$ cat src/rtl/dl11_pkg.sv
// Shared definitions for the DL11 console controller: register offsets,
// CSR bit positions and the transmit/receive sequencer state encodings.
package dl11_pkg;

    localparam logic [1:0] ADDR_RCSR = 2'd0;
    localparam logic [1:0] ADDR_RBUF = 2'd1;
    localparam logic [1:0] ADDR_XCSR = 2'd2;
    localparam logic [1:0] ADDR_XBUF = 2'd3;

    localparam int BIT_DONE  = 7;
    localparam int BIT_READY = 7;
    localparam int BIT_IE    = 6;
    localparam int BIT_ERR   = 15;
    localparam int BIT_OVR   = 14;

    typedef enum logic [1:0] {
        T_IDLE = 2'd0,
        T_REQ  = 2'd1,
        T_REL  = 2'd2,
        T_BUSY = 2'd3
    } tx_state_t;

    typedef enum logic [1:0] {
        R_IDLE = 2'd0,
        R_REQ  = 2'd1,
        R_REL  = 2'd2
    } rx_state_t;

    // Builds a CSR read word from its status flag and interrupt enable.
    function automatic logic [15:0] csr_word(input logic flag, input logic ie);
        logic [15:0] w;
        w = 16'h0000;
        w[BIT_DONE] = flag;
        w[BIT_IE]   = ie;
        return w;
    endfunction

endpackage

$ cat src/rtl/dl11_uart_ctl_sync2.sv
// Two-flop synchroniser for one uart status/ack line. RESET_VAL lets idle-high
// status lines come out of reset already reading their idle value.
module dl11_uart_ctl_sync2 #(
    parameter logic RESET_VAL = 1'b0
) (
    input  logic clk,
    input  logic reset,
    input  logic d,
    output logic q
);

    logic meta;

    // Two flops in series; the second feeds the controller logic.
    always_ff @(posedge clk) begin
        if (reset) begin
            meta <= RESET_VAL;
            q    <= RESET_VAL;
        end else begin
            meta <= d;
            q    <= meta;
        end
    end

endmodule

$ cat src/rtl/dl11_uart_ctl.sv
// DL11-style console controller: generates the uart clocks, sequences the
// uart load/unload four-phase handshakes and exposes RCSR/RBUF/XCSR/XBUF.
//
// Handshake: ld_tx_req / uld_rx_req rise and stay high until the synchronised
// ack is seen high, then fall; the controller then waits for the synchronised
// ack to fall before the next request. No request is raised while ack is high.
module dl11_uart_ctl
    import dl11_pkg::*;
#(
    parameter int RXCLK_HALF  = 163,
    parameter int TXCLK_RATIO = 16
) (
    input  logic        clk,
    input  logic        reset,
    input  logic [1:0]  bus_addr,
    input  logic        bus_rd,
    input  logic        bus_wr,
    input  logic [15:0] bus_data_in,
    output logic [15:0] bus_data_out,
    output logic        rx_irq,
    output logic        tx_irq,
    output logic        rxclk,
    output logic        txclk,
    output logic        ld_tx_req,
    input  logic        ld_tx_ack,
    output logic [7:0]  tx_data,
    output logic        tx_enable,
    input  logic        tx_empty,
    output logic        uld_rx_req,
    input  logic        uld_rx_ack,
    input  logic [7:0]  rx_data,
    output logic        rx_enable,
    input  logic        rx_empty
);

    localparam logic [8:0] RX_LAST = 9'(RXCLK_HALF - 1);
    localparam logic [7:0] TX_LAST = 8'(TXCLK_RATIO / 2 - 1);

    logic [8:0] rx_cnt;
    logic [7:0] tx_div;

    logic ld_tx_ack_s, tx_empty_s, uld_rx_ack_s, rx_empty_s;

    tx_state_t tx_state;
    rx_state_t rx_state;
    logic      tx_seen_busy;

    logic       ready, tie;
    logic       done, rie;
    logic       rbuf_err, rbuf_ovr;
    logic [7:0] rbuf_data;

    logic xbuf_wr, rbuf_rd;
    logic unused_bus_bits;

    assign xbuf_wr         = bus_wr && (bus_addr == ADDR_XBUF);
    assign rbuf_rd         = bus_rd && (bus_addr == ADDR_RBUF);
    assign unused_bus_bits = ^{bus_data_in[15:8]};

    dl11_uart_ctl_sync2 #(.RESET_VAL(1'b0)) u_sync_ld_ack (
        .clk(clk), .reset(reset), .d(ld_tx_ack), .q(ld_tx_ack_s));
    dl11_uart_ctl_sync2 #(.RESET_VAL(1'b1)) u_sync_tx_empty (
        .clk(clk), .reset(reset), .d(tx_empty), .q(tx_empty_s));
    dl11_uart_ctl_sync2 #(.RESET_VAL(1'b0)) u_sync_uld_ack (
        .clk(clk), .reset(reset), .d(uld_rx_ack), .q(uld_rx_ack_s));
    dl11_uart_ctl_sync2 #(.RESET_VAL(1'b1)) u_sync_rx_empty (
        .clk(clk), .reset(reset), .d(rx_empty), .q(rx_empty_s));

    // Baud clock divider: rxclk is 16x baud, txclk divides rxclk rising edges.
    always_ff @(posedge clk) begin
        if (reset) begin
            rx_cnt <= 9'd0;
            tx_div <= 8'd0;
            rxclk  <= 1'b0;
            txclk  <= 1'b0;
        end else if (rx_cnt == RX_LAST) begin
            rx_cnt <= 9'd0;
            rxclk  <= ~rxclk;
            if (!rxclk) begin
                if (tx_div == TX_LAST) begin
                    tx_div <= 8'd0;
                    txclk  <= ~txclk;
                end else begin
                    tx_div <= tx_div + 8'd1;
                end
            end
        end else begin
            rx_cnt <= rx_cnt + 9'd1;
        end
    end

    // Transmit sequencer: load one byte into the uart and wait for it to drain.
    always_ff @(posedge clk) begin
        if (reset) begin
            tx_state     <= T_IDLE;
            ld_tx_req    <= 1'b0;
            tx_data      <= 8'h00;
            ready        <= 1'b1;
            tx_seen_busy <= 1'b0;
        end else begin
            case (tx_state)
                T_IDLE: begin
                    if (xbuf_wr && ready) begin
                        tx_data   <= bus_data_in[7:0];
                        ready     <= 1'b0;
                        ld_tx_req <= 1'b1;
                        tx_state  <= T_REQ;
                    end
                end
                T_REQ: begin
                    if (ld_tx_ack_s) begin
                        ld_tx_req <= 1'b0;
                        tx_state  <= T_REL;
                    end
                end
                T_REL: begin
                    if (!ld_tx_ack_s) begin
                        tx_seen_busy <= 1'b0;
                        tx_state     <= T_BUSY;
                    end
                end
                T_BUSY: begin
                    // The character is out once tx_empty has gone low then high.
                    if (!tx_empty_s) begin
                        tx_seen_busy <= 1'b1;
                    end else if (tx_seen_busy) begin
                        ready    <= 1'b1;
                        tx_state <= T_IDLE;
                    end
                end
                default: tx_state <= T_IDLE;
            endcase
        end
    end

    // Receive sequencer and RBUF/DONE: unload each byte, flag overruns.
    always_ff @(posedge clk) begin
        if (reset) begin
            rx_state   <= R_IDLE;
            uld_rx_req <= 1'b0;
            done       <= 1'b0;
            rbuf_data  <= 8'h00;
            rbuf_err   <= 1'b0;
            rbuf_ovr   <= 1'b0;
        end else begin
            if (rbuf_rd) begin
                done <= 1'b0;
            end
            case (rx_state)
                R_IDLE: begin
                    if (!rx_empty_s) begin
                        uld_rx_req <= 1'b1;
                        rx_state   <= R_REQ;
                    end
                end
                R_REQ: begin
                    if (uld_rx_ack_s) begin
                        // A capture overrides a same-cycle RBUF read clear.
                        rbuf_data  <= rx_data;
                        rbuf_err   <= done;
                        rbuf_ovr   <= done;
                        done       <= 1'b1;
                        uld_rx_req <= 1'b0;
                        rx_state   <= R_REL;
                    end
                end
                R_REL: begin
                    if (!uld_rx_ack_s && rx_empty_s) begin
                        rx_state <= R_IDLE;
                    end
                end
                default: rx_state <= R_IDLE;
            endcase
        end
    end

    // Interrupt enable bits written through the CSRs.
    always_ff @(posedge clk) begin
        if (reset) begin
            rie <= 1'b0;
            tie <= 1'b0;
        end else if (bus_wr) begin
            if (bus_addr == ADDR_RCSR) rie <= bus_data_in[BIT_IE];
            if (bus_addr == ADDR_XCSR) tie <= bus_data_in[BIT_IE];
        end
    end

    // Registered interrupt requests and uart enables.
    always_ff @(posedge clk) begin
        if (reset) begin
            rx_irq    <= 1'b0;
            tx_irq    <= 1'b0;
            tx_enable <= 1'b0;
            rx_enable <= 1'b0;
        end else begin
            rx_irq    <= done & rie;
            tx_irq    <= ready & tie;
            tx_enable <= 1'b1;
            rx_enable <= 1'b1;
        end
    end

    // Register read mux.
    always_comb begin
        bus_data_out = 16'h0000;
        case (bus_addr)
            ADDR_RCSR: bus_data_out = csr_word(done, rie);
            ADDR_RBUF: bus_data_out = {rbuf_err, rbuf_ovr, 6'b000000, rbuf_data};
            ADDR_XCSR: bus_data_out = csr_word(ready, tie);
            default:   bus_data_out = 16'h0000;
        endcase
    end

endmodule

$ cat config.mk
export PLATFORM = sky130hd
export DESIGN_NAME = dl11_uart_ctl
export DESIGN_NICKNAME = d
export VERILOG_FILES = /design/src/rtl/dl11_pkg.sv /design/src/rtl/dl11_uart_ctl_sync2.sv /design/src/rtl/dl11_uart_ctl.sv
export SDC_FILE = /design/constraint.sdc
export NUM_CORES = 1
export LEC_CHECK = 0
export ABC_AREA = 1
export BUFFER_PORTS_ARGS = -buffer_cell sky130_fd_sc_hd__buf_2
export CELL_PAD_IN_SITES_DETAIL_PLACEMENT = 1
export CELL_PAD_IN_SITES_GLOBAL_PLACEMENT = 2
export CORE_MARGIN = 4
export CORE_UTILIZATION = 29
export DETAILED_ROUTE_END_ITERATION = 8
export PLACE_DENSITY = 0.77
export SETUP_SLACK_MARGIN = 0.4
export SYNTH_ARGS = -nofsm -noshare
export SYNTH_HDL_FRONTEND = slang
export SYNTH_SLANG_ARGS = --single-unit
export TNS_END_PERCENT = 1
$ cat constraint.sdc
create_clock -name clk -period 1.6 [get_ports clk]
set_clock_uncertainty 0.1 [all_clocks]
set_input_delay 0 -clock clk [delete_from_list [all_inputs] [get_ports clk]]
set_output_delay 0 -clock clk [all_outputs]
set_load 0.1 [all_outputs]
# Yosys cells after proc, flatten, opt, wreduce, memory -nomap -nowiden
# Cells that the tools add are included.
# Widths: inputs -> output; s select.
dict set report classes {
  n_bitwise 4
  reduce_logical 25
  n_eq_ne 19
  addsub 2
  n_mux 29
}
# operator count
set op_table {}
lappend op_table {{$pmux 16 s3} 1}
lappend op_table {{$mux 2} 8}
lappend op_table {{$reduce_and 3->1} 5}
lappend op_table {{$mux 1} 13}
lappend op_table {{$ne 2x2->1 const B} 6}
lappend op_table {{$eq 2x2->1 const B} 5}
lappend op_table {{$reduce_and 2->1} 5}
lappend op_table {{$add 9x1->9 const B} 1}
lappend op_table {{$eq 9x8->1 const B} 1}
lappend op_table {{$add 8x1->8 const B} 1}
lappend op_table {{$eq 8x3->1 const B} 1}
lappend op_table {{$mux 8} 1}
lappend op_table {{$pmux 1 s2} 4}
lappend op_table {{$pmux 2 s4} 1}
lappend op_table {{$reduce_bool 2->1} 4}
lappend op_table {{$eq 2x1->1 const B} 3}
lappend op_table {{$logic_not 2->1} 3}
lappend op_table {{$ne 2x1->1 const B} 3}
lappend op_table {{$pmux 2 s3} 1}
lappend op_table {{$reduce_and 5->1} 1}
lappend op_table {{$logic_and 1x1->1} 4}
lappend op_table {{$reduce_and 4->1} 1}
lappend op_table {{$and 1x1->1} 2}
lappend op_table {{$not 1->1} 2}
lappend op_table {{other kinds (2)} 2}
dict set report totals {
  output_inout_bits 32
  register_bits 58
  word_cells 106
}

# Longest topological paths before layout
# Gate-level depths: netlist of the first run.
dict set report logic_depth {
  depth_word 5
  mapped_depth 10
  depth_no_buf 10
}

# Cells and area by module
# Synthesis of the first run repeated with hierarchy kept, for this count alone.
dict set report hier_totals {
  cells_unflattened 355
  area_unflattened_um2 2636.3
}
# mod area_per_inst_um2 cells_each instances
set by_module_without_submodules {}
lappend by_module_without_submodules {dl11_uart_ctl 2408.6 329 1}
lappend by_module_without_submodules {{dl11_uart_ctl_sync2 at u_sync_rx_empty ...} 58.8 7 2}
lappend by_module_without_submodules {{dl11_uart_ctl_sync2 at u_sync_ld_ack ...} 55.1 6 2}

# Worst setup path after synthesis of the first run
# No wires, ideal clock.
dict set report synth_timing {
  path_type {in2out}
  from {input bus_addr[0]}
  to {output bus_data_out[15]}
  n_path_buf 1
  path_stages 5
  path_slack_ps -654
  required_ps 1500
  arrival_ps 2154
  cell_sequence {inv_1 > nor2_1 > clkinv_1 > nor2_1 > buf_4}
}
dict set report synth_via {
  elab_chain_cells 2
}
# item line_no
set synth_lines {}
lappend synth_lines {{start: declaration} dl11_uart_ctl.sv:15} ;# input logic [1:0] bus_addr,
lappend synth_lines {{$eq 2x2->1, or another cell as far along} dl11_uart_ctl.sv:206} ;# case (bus_addr)
lappend synth_lines {{$pmux 16 s3 *} dl11_uart_ctl.sv:206}
lappend synth_lines {{end: declaration} dl11_uart_ctl.sv:19} ;# output logic [15:0] bus_data_out,
# Mark *: on every way between the ends. The rest lies on a longest branch, timed or not.

# Worst setup path in the final report of the first run
dict set report layout_timing {
  from {register rx_cnt[0]}
  to {register rx_cnt[3]}
}
dict set report layout_via {
  elab_chain_cells 2
}
# item line_no
set layout_lines {}
lappend layout_lines {{start: declaration} dl11_uart_ctl.sv:39} ;# logic [8:0] rx_cnt;
lappend layout_lines {{start signal: assignment} dl11_uart_ctl.sv:88} ;# rx_cnt <= rx_cnt + 9'd1;
lappend layout_lines {{branches (longest 2 deep; another with $add 9x1->9)} n/a}
# Several ways; the timed one is not identified.
# A chain may end at the register's enable or synchronous reset.

==> flow_metrics.tcl, run 1 <==
set metrics [dict create \
    drc 0 \
    dr_total_vias 2459 \
    critical_path_class "reg2reg" \
    muxShareOfSynthArea_pct 0 \
    initial_core_util_pct 29.8 \
    path_common_cell "nand2_4" \
    synth_fa_ha_area_share_pct 3.87 \
    cp-end-kind "flip-flop" \
    cts_sinks 58 \
    drv_cap 0 \
    critPathLaunch "rx_cnt[0]$_SDFF_PP0_" \
    grt_max_degree 27 \
    worstReg2RegStart "rx_cnt[0]$_SDFF_PP0_" \
    grt_first_pass_wirelength_um 11400 \
    drt-initial-drc-count 49 \
    path_clk_slew_ns 0.06 \
    io_buffers 51 \
    finalHoldViolCount 0 \
    insertion_delay_ns 0.33 \
    synthesis.instances 347 \
    final_common_cell "nand2_1" \
    htree_levels 3 \
    antenna_cells 0 \
    period_minus_slack_ns 1.41 \
    synthXorXnorAreaFrac_pct 1.02 \
    timing.setup.tns_ns 0 \
    drt_first_pass_iters 4 \
    cts_buffers 9 \
    post_synth.cell_area_avg_um2 7.45 \
    crit_buf_inv 2 \
    routed_wl_um 6930 \
    fill_cells 1086 \
    arrival_ns 1.52 \
    cp_cell_sequence "inv_2, ha_4, nand2_4, nor2_4, nand2_4, buf_4, nand2_4, nor3b_1" \
    crit_path_start_kind "flip-flop" \
    viasPerCell 4.51 \
    cpMaxStageDelayCell "dfxtp_4" \
    yosys.area_share.simple_pct 27.7 \
    syn2layout_area_growth_pct 39.9 \
    nets 475 \
    hp-class "in2reg" \
    synth-seq-cells 58 \
    synth_compound_area_share_pct 11.9 \
    hp-start "bus_addr[1]" \
    antenna_found_initial 0 \
    layout_common_cells "nand2_1 (57), dfxtp_1 (51), buf_2 (47)" \
    seq_area_um2 1180 \
    max_stage_delay_ns 0.36 \
    finalPower_uw 3770 \
    setup_viol 0 \
    cts_root_buf "clkbuf_8" \
    multiInputGateArea_um2 1330 \
    rsz0062_at_grt "yes" \
    wl_per_cell_um 12.7 \
    ys_types 30 \
    rows 34 \
    ir_drop_mv 0.488 \
    gp_congestion 0.743 \
    netlist_area_um2 2580 \
    core_um2 8680 \
    run_status "complete, no violations" \
    grt_pass1_vias 2570 \
    synth_top_family_by_area "simple AND/OR/NAND/NOR gates" \
    dpl.hpwl_um 4610 \
    dieArea_um2 10500 \
    yosys_warnings 0 \
    gr-total-overflow 0 \
    dp.cells 499 \
    crit_path_max_fanout 9 \
    fmax_mhz 710 \
    cts_tree "built" \
    crit_required_ns 1.71 \
    gr-usage-all-layers_pct 13.8 \
    die_w_um 102 \
    drive_gt1_share_pct 28.6 \
    slew_viol_final 0 \
    p_leak_uw 0.00156 \
    fin_crit_sh_pct 88.0 \
    final-instance-count-excl-fill 545 \
    pin_count 66 \
    yosysSeqAreaShare_pct 44.9 \
    cp_top_family "simple AND/OR/NAND/NOR gates" \
    ant_nets 0 \
    powerDensity_nw_per_um2 1040 \
    dieHeight_um 102 \
    clock_path_buffers 2 \
]
## metrics by stage
stage / instance area, um^2 / worst slack [ns] / util, % / hold WS [ns]
floorplan: 2670 / 0.179 / - / 0.00381
detailed placement: 3050 / 0.0432 / 35.2 / 0.0865
CTS: 3570 / 0.175 / 41.1 / 0.0128
global route: 3610 / 0.122 / 41.6 / 0.0562
global placement: 3050 / 0.0657 / 35.2 / 0.0812
finish: 3610 / 0.192 / 41.6 / 0.0156
## path summary, 6_finish.rpt
| check | to | slack [ns] | depth (start not counted) |
|---|---|---|---|
| setup / recovery | rx_cnt[3]$_SDFF_PP0_ | 0.19 | 8 |
| hold / removal | done$_SDFF_PP0_ | 0.02 | 5 |
| setup reg to reg | rx_cnt[3]$_SDFF_PP0_ | 0.19 | 8 |
| hold reg to reg | u_sync_uld_ack.q$_SDFF_PP0_ | 0.31 | 2 |
## cells by family (layout without fill, tap and decap cells)
kind of cell / after synthesis / after routing
AND/OR/NAND/NOR: 156 / 158
buffers and inverters: 63 / 146
AO/OA/AOI/OAI: 58 / 58
flip-flops: 58 / 58
adder cells (fa/ha/maj): 8 / 8
XOR/XNOR: 3 / 3
other: 1 / 6
## tightest hold or removal path, delay by kind of cell
family	cells	cell delay (ns)
and+or+nand+nor	3	0.17
AOI/OAI and AO/OA	1	0.10
buffers and inverters	1	0.12
## report_power, final
part	internal, uW	switching, uW
logic	272	709
clock network	637	551
registers	1530	63.4
total	2440	1320
## synth_stat cells
cell / n / area share, %
a21oi_1: 28 / 5.4
a21oi_2: 1 / 0.34
a31oi_1: 1 / 0.24
buf_2: 2 / 0.39
buf_4: 8 / 2.3
clkbuf_1: 5 / 0.73
clkinv_1: 1 / 0.15
conb_1: 1 / 0.15
dfxtp_1: 58 / 45
ha_1: 8 / 3.9
inv_1: 46 / 6.7
inv_2: 1 / 0.15
nand2_1: 59 / 8.6
nand2_2: 2 / 0.48
nand2_4: 1 / 0.44
nand3_1: 17 / 3.3
nand3_4: 1 / 0.68
nand4_1: 5 / 1.2
nor2_1: 55 / 8.0
nor2_4: 3 / 1.3
nor2_8: 1 / 0.77
nor3_1: 2 / 0.39
nor3b_1: 3 / 0.87
o211ai_1: 2 / 0.58
o21ai_0: 22 / 4.3
o21ai_1: 2 / 0.39
o221ai_1: 2 / 0.68
or2_0: 1 / 0.24
or2_2: 6 / 1.5
xor2_1: 3 / 1.0
## sequential cells by signal, indices dropped and copies added, names as in the netlist, 2 cells and up
signal and cells:
rx_cnt 9, tx_data 8, rx_state 2, tx_state 2
tx_div 8, rbuf_data 8
## layout make-up
type | instances | share of cell area, %
tap | 108 | 3.74
clock inverter | 2 | 0.346
clock buffer | 13 | 4.40
multi-input combinational | 233 | 36.7
inverter | 48 | 5.02
sequential | 58 | 32.7
timing repair buffer | 83 | 17.2
## timing repair
action                                  in CTS  in global routing
hold buffers                                26                  0
resized for setup                           19                 14
hold endpoints to repair                    24                  0
endpoints found under the setup margin      59                 64
pin swaps                                    7                  4
setup buffers                                2                  1
gates cloned                                 2                  0
## routing by layer
layer  global-route usage [%]  part of all wire (%)
met5                        0                     0
met4                     5.45                   1.4
met3                     2.73                   4.2
met2                     23.5                    48
met1                     17.0                    46
No activity file was read; power rests on OpenSTA's default activity.
==> run 2: changes to the inputs <==
==> constraint.sdc (replaced) <==
create_clock -name clk -period 1.6 [get_ports clk]
set_clock_uncertainty 0.1 [all_clocks]
set_input_delay 0.32 -clock clk [delete_from_list [all_inputs] [get_ports clk]]
set_output_delay 0.32 -clock clk [all_outputs]
set_load 0.1 [all_outputs]
==> flow_metrics.tcl, run 2 (synthesized netlist as in run 1, its figures left out) <==
set metrics [dict create \
    cp-end-kind "output port" \
    drt-initial-drc-count 47 \
    nets 453 \
    ant_nets 0 \
    cts_sinks 58 \
    arrival_ns 1.13 \
    crit_buf_inv 2 \
    slew_viol_final 0 \
    cts_tree "built" \
    grt_use_met2_pct 19.3 \
    die_w_um 102 \
    min_to "u_sync_tx_empty.meta$_SDFF_PP1_" \
    final_common_cell "nand2_1" \
    drc 0 \
    dpl.hpwl_um 4650 \
    antenna_cells 0 \
    hold-path-cell-count 2 \
    cp.depth 3 \
    dieHeight_um 102 \
    crit_required_ns 1.18 \
    final_cell_area_um2 3940 \
    fmax_mhz 644 \
    ir_drop_mv 0.581 \
    setup_viol 0 \
    drv_cap 0 \
    grt_max_degree 27 \
    r2r_end "tx_data[1]$_SDFFE_PP0P_" \
    hp-start "tx_empty" \
    cts_buffers 9 \
    globalRouteMet3Util_pct 3.28 \
    dr_total_vias 2421 \
    powerDensity_nw_per_um2 1040 \
    syn2layout_area_growth_pct 52.6 \
    clock_path_buffers 2 \
    wl_per_cell_um 13.3 \
    fin_crit_sh_pct 97.1 \
    largest_reg_flops 9 \
    insertion_delay_ns 0.34 \
    cts_hold_buf 0 \
    antenna_found_initial 0 \
    routed_wl_um 6970 \
    finalPower_uw 4100 \
    viasPerCell 4.63 \
    use_met1_pct 16.4 \
    core_um2 8680 \
    dieArea_um2 10500 \
    rsz0062_at_grt "yes" \
    layout_common_cells "nand2_1 (52), nor2_1 (38), dfxtp_1 (36)" \
    drive_gt1_share_pct 41.9 \
    io_buffers 51 \
    gr-usage-all-layers_pct 12.5 \
    path_clk_slew_ns 0.06 \
    gp_congestion 0.708 \
    hp-class "in2reg" \
    gr-total-overflow 0 \
    crit_path_max_fanout 2 \
    cp_cell_sequence "inv_2, o221ai_4, buf_12" \
    busiest_layer "met2" \
    critical_path_class "reg2out" \
    pin_count 66 \
    grt_pass1_vias 2250 \
    cpMaxStageDelayCell "dfxtp_2" \
    cp_top_family "flip-flops" \
    run_status "complete, no violations" \
    worstReg2RegStart "ready$_SDFFE_PP1P_" \
    crit_path_start_kind "flip-flop" \
    drt_first_pass_iters 4 \
    finalHoldViolCount 0 \
    r2r_cells 6 \
    rows 34 \
    grt_first_pass_wirelength_um 10200 \
    initial_core_util_pct 29.8 \
    r2r_setup_slack_ns 0.06 \
    placed_cell_area_um2 3200 \
    fin_util_pct 45.4 \
    period_minus_slack_ns 1.55 \
    largest_register "rx_cnt" \
    p_leak_uw 0.00158 \
    max_stage_delay_ns 0.35 \
    htree_levels 3 \
    cts_root_buf "clkbuf_8" \
]
[run 2: cell types whose count changed in the layout (fill, tap and decap cells not counted), moves of 8 or more]
cell | previous run | this run
dfxtp_1 | 51 | 36
buf_12 | 4 | 27
dlygate4sd3_1 | 26 | 0
buf_2 | 47 | 23
dfxtp_2 | 3 | 14
o21ai_0 | 21 | 13
[run 2: final cells by class]
type / instances / area, um^2
well taps: 108 / 135
multi-input cells: 232 / 1430
clock buffers: 10 / 138
flip-flops and latches: 58 / 1210
fillers: 1047 / 4730
inverters: 48 / 204
repair inverters: 1 / 5.00
repair buffers: 61 / 764
clock inverters: 5 / 55.1
[run 2: worst max path at each step]
| stage | startpoint | endpoint | slack, ns |
|---|---|---|---|
| floorplan | bus_addr[0] | bus_data_out[15] | -0.21 |
| global placement | bus_addr[0] | bus_data_out[14] | -0.03 |
| detailed placement | bus_addr[0] | bus_data_out[15] | -0.05 |
| CTS | ready$_SDFFE_PP1P_ | bus_data_out[7] | 0.03 |
| global route | ready$_SDFFE_PP1P_ | tx_data[1]$_SDFFE_PP0P_ | -0.03 |
| finish | ready$_SDFFE_PP1P_ | bus_data_out[7] | 0.05 |
[run 2: layer usage]
layer  vias up  routed length [um]
li1       1227                   -
met1      1149                3230
met2        37                3410
met3         8                 226
met4         0                 104
met5         -                   0
[run 2: repair_timing]
item	4_1_cts	5_1_grt
gates resized for setup	14	166
cloned	1	1
endpoints found under the setup margin	65	68
buffers inserted	2	3
pin swaps	3	33
[run 2: through the flow]
step | TNS [ns] | instances | setup slack [ns] | hold WS [ns]
after floorplan | -1.65 | 352 | -0.211 | 0.288
after global placement | -0.121 | 501 | -0.0314 | 0.293
after detailed placement | -0.200 | 501 | -0.0517 | 0.298
after CTS | 0 | 519 | 0.0330 | 0.0491
after global routing | -0.127 | 523 | -0.0341 | 0.0618
final | 0 | 523 | 0.0468 | 0.0659
[run 2: power breakdown]
group          internal [uW]  switching, uW  total [uW]
sequential              1550           92.0        1640
clock                    746            590        1340
combinational            400            724        1120
total                   2690           1410        4100
